$ cat config.mk
export PLATFORM = sky130hd
export DESIGN_NAME = coin_feeder
export DESIGN_NICKNAME = d
export VERILOG_FILES = /design/src/rtl/coin_feeder.sv
export SDC_FILE = /design/constraint.sdc
export NUM_CORES = 1
export LEC_CHECK = 0
export ABC_AREA = 1
export BUFFER_PORTS_ARGS = -buffer_cell sky130_fd_sc_hd__buf_2
export CAP_MARGIN = 20
export CORE_AREA = 2 2 81 83
export DETAILED_ROUTE_END_ITERATION = 6
export DIE_AREA = 0 0 83 85
export HOLD_SLACK_MARGIN = 0.12
export SLEW_MARGIN = 20
export SYNTH_ARGS = -nofsm -noshare
export SYNTH_HDL_FRONTEND = slang
export SYNTH_SLANG_ARGS = --single-unit
$ cat constraint.sdc
create_clock -name clk -period 4.6 [get_ports clk]
set_input_delay 0 -clock clk [delete_from_list [all_inputs] [get_ports clk]]
set_output_delay 0 -clock clk [all_outputs]
set_load 0.005 [all_outputs]
$ cat src/rtl/coin_feeder.sv
// Customer-side driver for the vending FSM: queues coins, presents each on
// coin_in with a timed next strobe, steps the machine with coin-less strobes,
// and tallies the soda and change events it observes while a transaction runs.
module coin_feeder #(
    parameter int unsigned DEPTH     = 4,
    parameter int unsigned SETUP_CYC = 2,
    parameter int unsigned PULSE_CYC = 4,
    parameter int unsigned GAP_CYC   = 8,
    parameter int unsigned MAX_STEPS = 6,
    parameter int unsigned CNT_W     = 8
) (
    input  logic             clk,
    input  logic             reset,
    input  logic             load_valid,
    input  logic [1:0]       load_coin,
    output logic             load_ready,
    input  logic             start,
    input  logic             soda,
    input  logic [1:0]       coin_out,
    input  logic             check_coin_in,
    output logic [1:0]       coin_in,
    output logic             next,
    output logic             busy,
    output logic             done,
    output logic             timeout,
    output logic [CNT_W-1:0] soda_count,
    output logic [CNT_W-1:0] change_count
);

    localparam int unsigned PTR_W  = (DEPTH > 2) ? $clog2(DEPTH) : 1;
    localparam int unsigned OCC_W  = $clog2(DEPTH + 1);
    localparam int unsigned CYC_W  = $clog2(SETUP_CYC + PULSE_CYC + GAP_CYC + 1);
    localparam int unsigned STEP_W = $clog2(MAX_STEPS + 1);

    typedef enum logic [2:0] {
        S_IDLE,
        S_SETUP,
        S_PULSE,
        S_HOLD,
        S_STEP,
        S_GAP,
        S_DONE
    } state_t;

    state_t            state;
    logic [CYC_W-1:0]  cyc_cnt;
    logic [STEP_W-1:0] step_cnt;

    logic [1:0]        mem [DEPTH];
    logic [PTR_W-1:0]  wr_ptr;
    logic [PTR_W-1:0]  rd_ptr;
    logic [OCC_W-1:0]  occ;
    logic              full;
    logic              empty;
    logic              push;
    logic              pop;
    logic [1:0]        head;

    logic              soda_q;
    logic [1:0]        coin_out_q;
    logic              soda_seen;
    logic              active;
    logic              soda_rise;
    logic              change_rise;

    assign full        = (occ == OCC_W'(DEPTH));
    assign empty       = (occ == '0);
    assign load_ready  = ~full;
    assign push        = load_valid && !full && (load_coin != 2'b00);
    assign pop         = (state == S_HOLD);
    assign head        = mem[rd_ptr];

    assign active      = (state != S_IDLE);
    assign soda_rise   = soda && !soda_q;
    assign change_rise = (coin_out != 2'b00) && (coin_out_q == 2'b00);

    // FIFO storage; contents need no reset since occupancy gates every read
    always_ff @(posedge clk) begin
        if (push) begin
            mem[wr_ptr] <= load_coin;
        end
    end

    // FIFO pointers and occupancy; push and pop may coincide
    always_ff @(posedge clk) begin
        if (reset) begin
            wr_ptr <= '0;
            rd_ptr <= '0;
            occ    <= '0;
        end else begin
            if (push) begin
                wr_ptr <= wr_ptr + PTR_W'(1);
            end
            if (pop) begin
                rd_ptr <= rd_ptr + PTR_W'(1);
            end
            if (push && !pop) begin
                occ <= occ + OCC_W'(1);
            end else if (!push && pop) begin
                occ <= occ - OCC_W'(1);
            end
        end
    end

    // Event monitor: edge-detect soda and change while a transaction is active
    always_ff @(posedge clk) begin
        if (reset) begin
            soda_q       <= 1'b0;
            coin_out_q   <= 2'b00;
            soda_count   <= '0;
            change_count <= '0;
            soda_seen    <= 1'b0;
        end else begin
            soda_q     <= soda;
            coin_out_q <= coin_out;
            if (active && soda_rise && (soda_count != '1)) begin
                soda_count <= soda_count + CNT_W'(1);
            end
            if (active && change_rise && (change_count != '1)) begin
                change_count <= change_count + CNT_W'(1);
            end
            if (state == S_DONE) begin
                soda_seen <= 1'b0;
            end else if (active && soda_rise) begin
                soda_seen <= 1'b1;
            end
        end
    end

    // Transaction sequencer with registered strobe outputs
    always_ff @(posedge clk) begin
        if (reset) begin
            state    <= S_IDLE;
            cyc_cnt  <= '0;
            step_cnt <= '0;
            coin_in  <= 2'b00;
            next     <= 1'b0;
            busy     <= 1'b0;
            done     <= 1'b0;
            timeout  <= 1'b0;
        end else begin
            done <= 1'b0;
            case (state)
                S_IDLE: begin
                    if (start && !empty) begin
                        state    <= S_SETUP;
                        cyc_cnt  <= '0;
                        step_cnt <= '0;
                        timeout  <= 1'b0;
                        coin_in  <= head;
                        next     <= 1'b0;
                        busy     <= 1'b1;
                    end
                end
                S_SETUP: begin
                    if (cyc_cnt == CYC_W'(SETUP_CYC - 1)) begin
                        state   <= S_PULSE;
                        cyc_cnt <= '0;
                        next    <= 1'b1;
                    end else begin
                        cyc_cnt <= cyc_cnt + CYC_W'(1);
                    end
                end
                S_PULSE: begin
                    if (cyc_cnt == CYC_W'(PULSE_CYC - 1)) begin
                        state   <= S_HOLD;
                        cyc_cnt <= '0;
                        next    <= 1'b0;
                    end else begin
                        cyc_cnt <= cyc_cnt + CYC_W'(1);
                    end
                end
                S_HOLD: begin
                    // head is popped by the FIFO block on this edge
                    state   <= S_GAP;
                    cyc_cnt <= '0;
                    coin_in <= 2'b00;
                end
                S_STEP: begin
                    if (cyc_cnt == CYC_W'(PULSE_CYC - 1)) begin
                        state   <= S_GAP;
                        cyc_cnt <= '0;
                        next    <= 1'b0;
                        if (step_cnt != STEP_W'(MAX_STEPS)) begin
                            step_cnt <= step_cnt + STEP_W'(1);
                        end
                    end else begin
                        cyc_cnt <= cyc_cnt + CYC_W'(1);
                    end
                end
                S_GAP: begin
                    if (cyc_cnt == CYC_W'(GAP_CYC - 1)) begin
                        cyc_cnt <= '0;
                        if (soda_seen) begin
                            state <= S_DONE;
                            done  <= 1'b1;
                        end else if (step_cnt == STEP_W'(MAX_STEPS)) begin
                            state   <= S_DONE;
                            done    <= 1'b1;
                            timeout <= 1'b1;
                        end else if (!empty && check_coin_in) begin
                            state   <= S_SETUP;
                            coin_in <= head;
                        end else begin
                            state <= S_STEP;
                            next  <= 1'b1;
                        end
                    end else begin
                        cyc_cnt <= cyc_cnt + CYC_W'(1);
                    end
                end
                S_DONE: begin
                    state <= S_IDLE;
                    busy  <= 1'b0;
                end
                default: begin
                    state   <= S_IDLE;
                    cyc_cnt <= '0;
                    coin_in <= 2'b00;
                    next    <= 1'b0;
                    busy    <= 1'b0;
                end
            endcase
        end
    end

endmodule
==> impl_metrics.py, run 1 <==
metrics = {
    "worst_setup_path": {
        "cp.buffers_inverters": 2,
        "critical_path.top_delay_family": "adder cells",
        "startpoint_type": "flip-flop",
        "path_max_fanout": 8,
        "worstPathArrival_ns": 2.18,
        "worstPathRequired_ns": 4.80,
        "max_stage_delay_ns": 0.53,
        "critical_path_class": "flip-flop to flip-flop",
        "endpoint_kind": "flip-flop",
        "critical_path.cell_chain": "nand2_1 -> nor2_1 -> inv_1 -> ha_1 -> inv_1 -> fa_1 -> o21ai_0 -> nor2_1",
        "cp_slowest_cell": "dfxtp_1",
    },
    "status": {
        "status": "completed",
    },
    "grt": {
        "grt.total_usage": 0.1639,
        "globalRouteOverflowTotal": 0,
        "grt_pass1_wl_um": 9735,
        "grt_pass1_vias": 2214,
        "grt_max_degree": 24,
        "antenna_found_initial": 0,
    },
    "power_and_ir_drop": {
        "peakVddDrop_v": 0.0002681,
        "leakagePower_nw": 1.393,
        "p_total_mw": 1.478,
        "power.density_mw_per_mm2": 475.1,
    },
    "finish": {
        "final_util": 0.5013,
        "nNetsFinal": 418,
        "final_cell_area_sq_mm": 0.003110,
        "insertedDiodeCount": 0,
        "syn_to_final_growth_pct": 15.15,
        "drive_gt1_frac": 0.1788,
        "layout_common_cells": "nand2_1 (80), nor2_1 (55), dfxtp_1 (45)",
        "mostFrequentLayoutCell": "nand2_1",
    },
    "sta": {
        "max_freq_ghz": 0.5035,
        "finalClockSkew_ns": 0.006702,
        "fin_hold_ws_ns": 0.1335,
        "maxSlewViolCount": 0,
        "rsz0062_at_grt": "no",
        "setup_violations": 0,
        "tns_ns": 0,
        "hold_viol": 0,
        "max_slew_margin": 0.6404,
        "finalCriticalPeriod_ns": 1.986,
        "tightestPinTransition_ns": 0.5361,
        "period_share": 0.4317,
    },
    "clock_tree": {
        "htree_levels": 2,
        "cts-buffers-inserted": 5,
        "root_buffer": "clkbuf_8",
        "post_cts_buffers": 0,
        "clk_latency_ns": 0.30,
        "cts_buffer_depth": 2,
        "cts_tree": "done",
        "cts_sinks": 53,
        "cts-resized-gates": 0,
        "clk_pin_slew_ns": 0.10,
    },
    "yosys": {
        "synth_area_per_cell_sq_um": 7.567,
        "netlist_area_sq_mm": 0.002701,
        "ys_types": 35,
        "yosys_register_bits": 53,
        "synthTopCellsByArea": "dfxtp_1 (33%), nand2_1 (11%), edfxtp_1 (8.9%)",
        "seq_area_frac_synth": 0.4224,
        "synthCells": 357,
        "syn_nets": 379,
        "synth_warnings": 0,
        "yosys.area.top_type": "dfxtp_1",
        "yosysTopAreaCellShare": 0.3335,
    },
    "floorplanning": {
        "die_h_um": 85,
        "core_area_sq_mm": 0.006205,
        "dieWidth_um": 83,
        "rows": 29,
        "initial_utilization": 0.4354,
        "dieArea_sq_mm": 0.007055,
        "io-pin-count": 33,
    },
    "placed_design": {
        "portBuffers": 32,
        "dp_hpwl_um": 3908,
        "dpl_cell_area_sq_mm": 0.002927,
        "gp_congestion": 0.8776,
    },
    "routing": {
        "wl_per_cell_um": 11.13,
        "num_vias": 2277,
        "dr.pass1.iters": 6,
        "drt.antenna.violating_nets": 0,
        "post-route-drc-count": 0,
        "wirelength_um": 5276,
        "viasPerCell": 4.804,
        "drt-initial-drc-count": 99,
    },
    "hold_path": {
        "hp-class": "input port to flip-flop",
    },
    "flow_run": {
        "drv_cap": 0,
    },
}
==> sequential cells by signal (all words and copies together) (netlist names), 2 cells and up, named ones only <==
name          flops
wr_ptr            2
state             3
coin_out_q        2
soda_count        8
step_cnt          3
rd_ptr            2
occ               3
change_count      8
mem               8
cyc_cnt           4
coin_in           2
==> per-stage QoR <==
step | cells | worst slack [ns]
after global routing | 474 | 2.334
after CTS | 474 | 2.594
after global placement | 461 | 2.696
after detailed placement | 461 | 2.612
after floorplan | 357 | 2.773
final | 474 | 2.614
==> cell families (layout without fill, tap and decap cells) <==
kind of cell / Yosys count / count (layout) / share of synthesized area
XOR/XNOR: 11 / 11 / 0.03567
flip-flops: 53 / 53 / 0.4224
AND/OR/NAND/NOR: 176 / 176 / 0.2923
adder cells (fa/ha/maj): 12 / 12 / 0.05836
buffers and inverters: 46 / 86 / 0.06901
AO/OA/AOI/OAI: 59 / 59 / 0.1223
==> metal layers <==
metal	track usage	share of wire	vias up
met5	0	0	-
met4	0.05216	0.013	0
met3	0.03210	0.031	9
met2	0.2676	0.44	33
met1	0.2203	0.52	1016
li1	-	-	1219
==> power breakdown <==
group / switching [mW] / internal [mW] / leakage, nW
Combinational: 0.326 / 0.185 / 0.885
Sequential: 0.0629 / 0.536 / 0.440
Clock: 0.151 / 0.216 / 0.0681
==> path summary, 6_finish.rpt <==
check	from	to	slack [ns]	cells after the start
max	state[0]$_SDFFE_PP0P_	occ[1]$_SDFFE_PP0P_	2.61	8
min	reset	coin_out_q[0]$_SDFF_PP0_	0.13	2
max reg2reg	state[0]$_SDFFE_PP0P_	occ[1]$_SDFFE_PP0P_	2.61	8
min reg2reg	timeout$_SDFFE_PP0P_	timeout$_SDFFE_PP0P_	0.47	2
==> what timing repair did <==
item / CTS / global route
hold buffers: 5 / 0
hold endpoints to repair: 12 / 0
endpoints found under the setup margin: 0 / 0
==> synth_stat cells <==
cell type	n
nand3_2	2
buf_2	1
nor2_1	55
edfxtp_1	8
dfxtp_1	45
o21ai_1	1
o21ai_0	20
a21oi_1	27
nand3_4	1
and2_1	1
nand4_1	3
clkinv_1	1
or2_2	1
nor2_4	2
clkinv_2	1
fa_1	1
xnor2_1	2
nand2_1	80
nor3_1	5
nand2_4	3
nand3_1	14
buf_4	1
buf_6	1
o21a_1	2
xor2_1	9
nor2_2	4
a211oi_1	1
clkbuf_1	2
a21oi_2	6
nor3b_2	1
ha_1	11
nand2_2	4
inv_2	6
inv_1	33
o21bai_1	2
==> worst register-to-register path, delay by kind of cell (launching register included) <==
family	cells	cell delay [ns]
compound gates	1	0.15
fa+ha+maj	2	0.60
buf+inv	2	0.18
flops	1	0.53
simple gates	3	0.43
==> final cells by class <==
class,instances,area [sq um]
Tap cell,77,96.34
Clock inverter,3,65.06
Sequential cell,53,1141
Clock buffer,5,68.82
Multi-Input combinational cell,258,1374
Inverter,41,155.1
Fill cell,635,3094
Timing Repair Buffer,37,210.2
Note: power is estimated with default switching activity, not from simulation.
==> run 2: changes to the inputs <==
Clock period 4.6 ns to 1.85 ns, I/O delays scaled along.
==> run 2 against run 1 <==
Compared with the run above: first-iteration DRC count is 4.0% lower; highest routed layer unchanged; via count grew 2.4%; critical path type is now input port to flip-flop; sequential cell count unchanged; worst setup slack got worse by 2.5 ns; final cell count grew 2.1%; global-route usage fell by 0.48 points; sequential power grew 140%; routed wire length up 1.5%; largest cell class unchanged.
==> impl_metrics.py, run 2 (synthesis results as in run 1) <==
metrics = {
    "sta": {
        "rsz0062_at_grt": "no",
        "hold_viol": 0,
        "tns_ns": 0,
        "finalCriticalPeriod_ns": 1.733,
        "setup_violations": 0,
        "fin_hold_ws_ns": 0.1451,
        "tightestPinTransition_ns": 0.5212,
        "max_slew_margin": 0.6504,
        "period_share": 0.9365,
        "max_freq_ghz": 0.5772,
        "finalClockSkew_ns": 0.004100,
        "maxSlewViolCount": 0,
    },
    "routing": {
        "wirelength_um": 5354,
        "num_vias": 2331,
        "drt.antenna.violating_nets": 0,
        "drt-initial-drc-count": 95,
        "post-route-drc-count": 0,
        "viasPerCell": 4.816,
        "dr.pass1.iters": 4,
        "wl_per_cell_um": 11.06,
    },
    "clock_tree": {
        "cts-buffers-inserted": 5,
        "clk_pin_slew_ns": 0.10,
        "root_buffer": "clkbuf_8",
        "htree_levels": 2,
        "post_cts_buffers": 0,
        "clk_latency_ns": 0.31,
        "cts_buffer_depth": 2,
        "cts_sinks": 53,
        "cts_tree": "done",
    },
    "power_and_ir_drop": {
        "p_total_mw": 3.636,
        "leakagePower_nw": 1.431,
        "peakVddDrop_v": 0.0004823,
        "power.density_mw_per_mm2": 1148,
    },
    "hold_path": {
        "hp-class": "input port to flip-flop",
    },
    "worst_setup_path": {
        "worstPathArrival_ns": 1.93,
        "worstPathRequired_ns": 2.05,
        "critical_path.top_delay_family": "buffers and inverters",
        "max_stage_delay_ns": 0.53,
        "path_max_fanout": 5,
        "critical_path_class": "input port to flip-flop",
        "startpoint_type": "input port",
        "cp_slowest_cell": "dlygate4sd3_1",
        "cp.buffers_inverters": 4,
        "endpoint_kind": "flip-flop",
        "critical_path.cell_chain": "dlygate4sd3_1 -> buf_2 -> o21a_1 -> nand2_1 -> inv_1 -> ha_1 -> inv_1 -> fa_1 -> a21oi_1 -> o21ai_0 -> o21ai_1 -> a21oi_1",
    },
    "floorplanning": {
        "io-pin-count": 33,
        "rows": 29,
        "core_area_sq_mm": 0.006205,
        "initial_utilization": 0.4354,
        "dieArea_sq_mm": 0.007055,
        "dieWidth_um": 83,
        "die_h_um": 85,
    },
    "status": {
        "status": "completed",
    },
    "finish": {
        "layout_common_cells": "nand2_1 (80), nor2_1 (55), dfxtp_1 (45)",
        "nNetsFinal": 428,
        "syn_to_final_growth_pct": 17.23,
        "fillers": 625,
        "reg_top3": "change_count x8, mem x8, soda_count x8",
        "insertedDiodeCount": 0,
        "mostFrequentLayoutCell": "nand2_1",
        "drive_gt1_frac": 0.1990,
    },
    "grt": {
        "grt_max_degree": 23,
        "grt_pass1_wl_um": 9259,
        "grt_pass1_vias": 2165,
        "globalRouteOverflowTotal": 0,
        "antenna_found_initial": 0,
        "grt.total_usage": 0.1591,
    },
    "placed_design": {
        "portBuffers": 32,
        "gp_congestion": 0.8287,
        "dp_hpwl_um": 4006,
    },
    "flow_run": {
        "drv_cap": 0,
    },
}
-- run 2: area by class of cell --
| type | instances | area, sq um | area share |
|---|---|---|---|
| Clock buffer | 5 | 68.82 | 0.02173 |
| Timing Repair Buffer | 47 | 285.3 | 0.09008 |
| Inverter | 41 | 155.1 | 0.04899 |
| Tap cell | 77 | 96.34 | 0.03042 |
| Sequential cell | 53 | 1141 | 0.3603 |
| Clock inverter | 3 | 46.29 | 0.01462 |
| Multi-Input combinational cell | 258 | 1374 | 0.4338 |
-- run 2: layer usage --
layer	up-vias	share of wire	global-route usage
met5	-	0	0
met4	0	0.018	0.05812
met3	8	0.032	0.03405
met2	31	0.46	0.2727
met1	1056	0.49	0.1982
li1	1236	-	-
-- run 2: final timing paths --
path	start	end	slack [ns]	depth (start not counted)
max	load_coin[1]	occ[2]$_SDFFE_PP0P_	0.12	12
min	check_coin_in	next$_SDFFE_PP0P_	0.15	7
max reg2reg	occ[1]$_SDFFE_PP0P_	occ[2]$_SDFFE_PP0P_	0.14	11
min reg2reg	timeout$_SDFFE_PP0P_	timeout$_SDFFE_PP0P_	0.47	2
-- run 2: tightest hold or removal path, cell delays in order --
cell and delay, ns:
buf_2 0.09, nand3_1 0.07, nand2_1 0.06, nor2_1 0.04, nand3_1 0.05, nand2_1 0.04, nor2_1 0.07
-- run 2: through the flow --
stage	cell area [sq um]	std cells	setup WS, ns	util
detailed placement	3002	471	0.1363	0.4838
global placement	3002	471	0.1829	0.4838
global route	3167	484	0.008457	0.5104
CTS	3167	484	0.1224	0.5104
floorplan	2701	357	0.02257	-
finish	3167	484	0.1174	0.5104
-- run 2: where the power goes --
part	internal [mW]	switching, mW
clock network	0.405	0.390
registers	1.33	0.109
logic	0.521	0.878
total	2.26	1.38
-- run 2: timing repair --
action | 4_1_cts | 5_1_grt
endpoints found under the setup margin | 0 | 1
endpoints found under the hold margin | 12 | 0
gates resized for setup | 0 | 1
hold buffers | 5 | 0
==> run 3: changes to the inputs <==
Settings changed: CORE_AREA 2 2 81 83 to 2 2 79 81, DIE_AREA 0 0 83 85 to 0 0 81 83, PLACE_DENSITY set to 0.66.
==> run 3 against run 2 <==
Compared with the run above: combinational power decreased by 3%; die area decreased by 4.7%; design area decreased by 1.2%.
==> impl_metrics.py, run 3 (synthesis results as in run 1) <==
metrics = {
    "clock_tree": {
        "root_buffer": "clkbuf_8",
        "cts_tree": "done",
        "cts-buffers-inserted": 5,
        "clk_pin_slew_ns": 0.09,
        "cts_buffer_depth": 2,
        "htree_levels": 2,
        "cts_sinks": 53,
        "clk_latency_ns": 0.30,
        "post_cts_buffers": 0,
    },
    "grt": {
        "grt.total_usage": 0.1667,
        "grt_max_degree": 23,
        "antenna_found_initial": 0,
        "grt_pass1_vias": 2091,
        "globalRouteOverflowTotal": 0,
        "grt_pass1_wl_um": 9087,
    },
    "sta": {
        "max_slew_margin": 0.6472,
        "period_share": 0.9342,
        "setup_violations": 0,
        "finalCriticalPeriod_ns": 1.728,
        "hold_viol": 0,
        "rsz0062_at_grt": "yes",
        "maxSlewViolCount": 0,
        "max_freq_ghz": 0.5786,
        "finalClockSkew_ns": 0.007403,
        "tightestPinTransition_ns": 0.5259,
    },
    "power_and_ir_drop": {
        "power.density_mw_per_mm2": 1107,
        "clkPwrFrac": 0.183,
        "p_sw_frac": 0.3915,
        "seqPwrFrac": 0.423,
        "combPwrFrac": 0.394,
        "p_int_mw": 2.107,
        "peakVddDrop_v": 0.0005057,
        "p_total_mw": 3.463,
        "leakagePower_nw": 1.410,
        "p_sw_mw": 1.356,
    },
    "hold_path": {
        "hp-class": "input port to flip-flop",
        "hold_depth": 3,
        "hold_path_startpoint": "reset",
        "holdPathEnd": "soda_count[4]$_SDFFE_PP0P_",
    },
    "routing": {
        "viasPerCell": 4.740,
        "drt-initial-drc-count": 94,
        "drt.antenna.violating_nets": 0,
        "post-route-drc-count": 0,
        "num_vias": 2275,
        "wirelength_um": 5209,
        "dr.pass1.iters": 4,
        "wl_per_cell_um": 10.85,
    },
    "worst_setup_path": {
        "critical_path_class": "flip-flop to flip-flop",
        "r2r_setup_slack_ns": 0.12,
        "worstPathRequired_ns": 2.05,
        "rr_worst_depth": 9,
        "endpoint_kind": "flip-flop",
        "r2r-start": "occ[1]$_SDFFE_PP0P_",
        "r2r-end": "occ[1]$_SDFFE_PP0P_",
        "startpoint_type": "flip-flop",
        "worstPathArrival_ns": 1.93,
        "path_max_fanout": 3,
    },
    "finish": {
        "multi_input_area_sq_mm": 0.001380,
        "nNetsFinal": 426,
        "mostFrequentLayoutCell": "nand2_1",
        "reg_top3": "change_count x8, mem x8, soda_count x8",
        "insertedDiodeCount": 0,
        "syn_to_final_growth_pct": 15.84,
        "layout_common_cells": "nand2_1 (80), nor2_1 (55), dfxtp_1 (43)",
        "regArea_sq_mm": 0.001144,
        "final_cell_area_sq_mm": 0.003129,
        "fillers": 574,
        "drive_gt1_frac": 0.2049,
    },
    "floorplanning": {
        "rows": 28,
        "core_area_sq_mm": 0.005816,
        "dieArea_sq_mm": 0.006723,
        "io-pin-count": 33,
        "dieWidth_um": 81,
        "die_h_um": 83,
        "initial_utilization": 0.4645,
    },
    "placed_design": {
        "gp_congestion": 0.9297,
        "dp_hpwl_um": 3934,
        "dpl_cell_area_sq_mm": 0.002984,
        "portBuffers": 32,
    },
    "flow_run": {
        "drv_cap": 0,
    },
    "status": {
        "status": "completed",
    },
}
-- run 3: cell count changes in the layout (fill, tap and decap cells not counted), moves of 2 or more --
cell	before	now
buf_4	10	8
dfxtp_2	0	2
clkinv_2	1	3
dfxtp_1	45	43
-- run 3: critical path, stage by stage, from the launching register on --
cell	delay (ns)
dfxtp_2	0.35
nor2_1	0.13
nand2_1	0.08
nand2_1	0.08
inv_1	0.04
ha_1	0.18
inv_1	0.12
fa_2	0.44
o21ai_0	0.15
nor2_1	0.05
-- run 3: per-layer routing --
metal	GRT usage	share of wire
met1	0.2069	0.48
met2	0.2817	0.46
met3	0.04130	0.044
met4	0.04931	0.018
met5	0	0
-- run 3: what timing repair did --
action	in CTS	in global routing
endpoints found under the setup margin	0	2
endpoints found under the hold margin	12	0
gates resized for setup	0	5
hold buffers	5	0
-- run 3: final cells by class --
type	instances	area share
timing repair buffer	45	0.08637
sequential	53	0.3655
multi-input combinational	258	0.4410
clock buffer	5	0.02199
clock inverter	3	0.005598
tap	75	0.02999
inverter	41	0.04958
-- run 3: worst max-delay path by stage --
stage | cells past startpoint | slack (ns) | from | endpoint
6_report | 9 | 0.12 | occ[1]$_SDFFE_PP0P_ | occ[1]$_SDFFE_PP0P_
5_1_grt | 9 | -0.006 | occ[1]$_SDFFE_PP0P_ | occ[1]$_SDFFE_PP0P_
4_1_cts | 11 | 0.05 | occ[1]$_SDFFE_PP0P_ | occ[2]$_SDFFE_PP0P_
3_5_place_dp | 11 | 0.07 | occ[1]$_SDFFE_PP0P_ | occ[2]$_SDFFE_PP0P_
3_3_place_gp | 11 | 0.12 | occ[1]$_SDFFE_PP0P_ | occ[2]$_SDFFE_PP0P_
2_1_floorplan | 11 | 0.02 | occ[0]$_SDFFE_PP0P_ | occ[2]$_SDFFE_PP0P_
-- run 3: power by group through the flow --
stage               Combinational [mW]  Sequential (mW)  Clock, mW
floorplan                         1.02             1.48          0
global route                      1.57             1.49      0.715
CTS                               1.37             1.46      0.666
detailed placement                1.35             1.49          0
finish                            1.36             1.46      0.634
global placement                  1.33             1.48          0
-- run 3: metrics by stage --
stage	TNS, ns	hold slack [ns]	std cells	setup WS, ns	utilization
detailed placement	0	0.2228	467	0.06562	0.5131
CTS	0	0.1332	480	0.04624	0.5366
floorplan	0	0.07847	357	0.02257	-
finish	0	0.1288	480	0.1218	0.5381
global route	-0.006490	0.1549	480	-0.006490	0.5381
global placement	0	0.2134	467	0.1191	0.5131
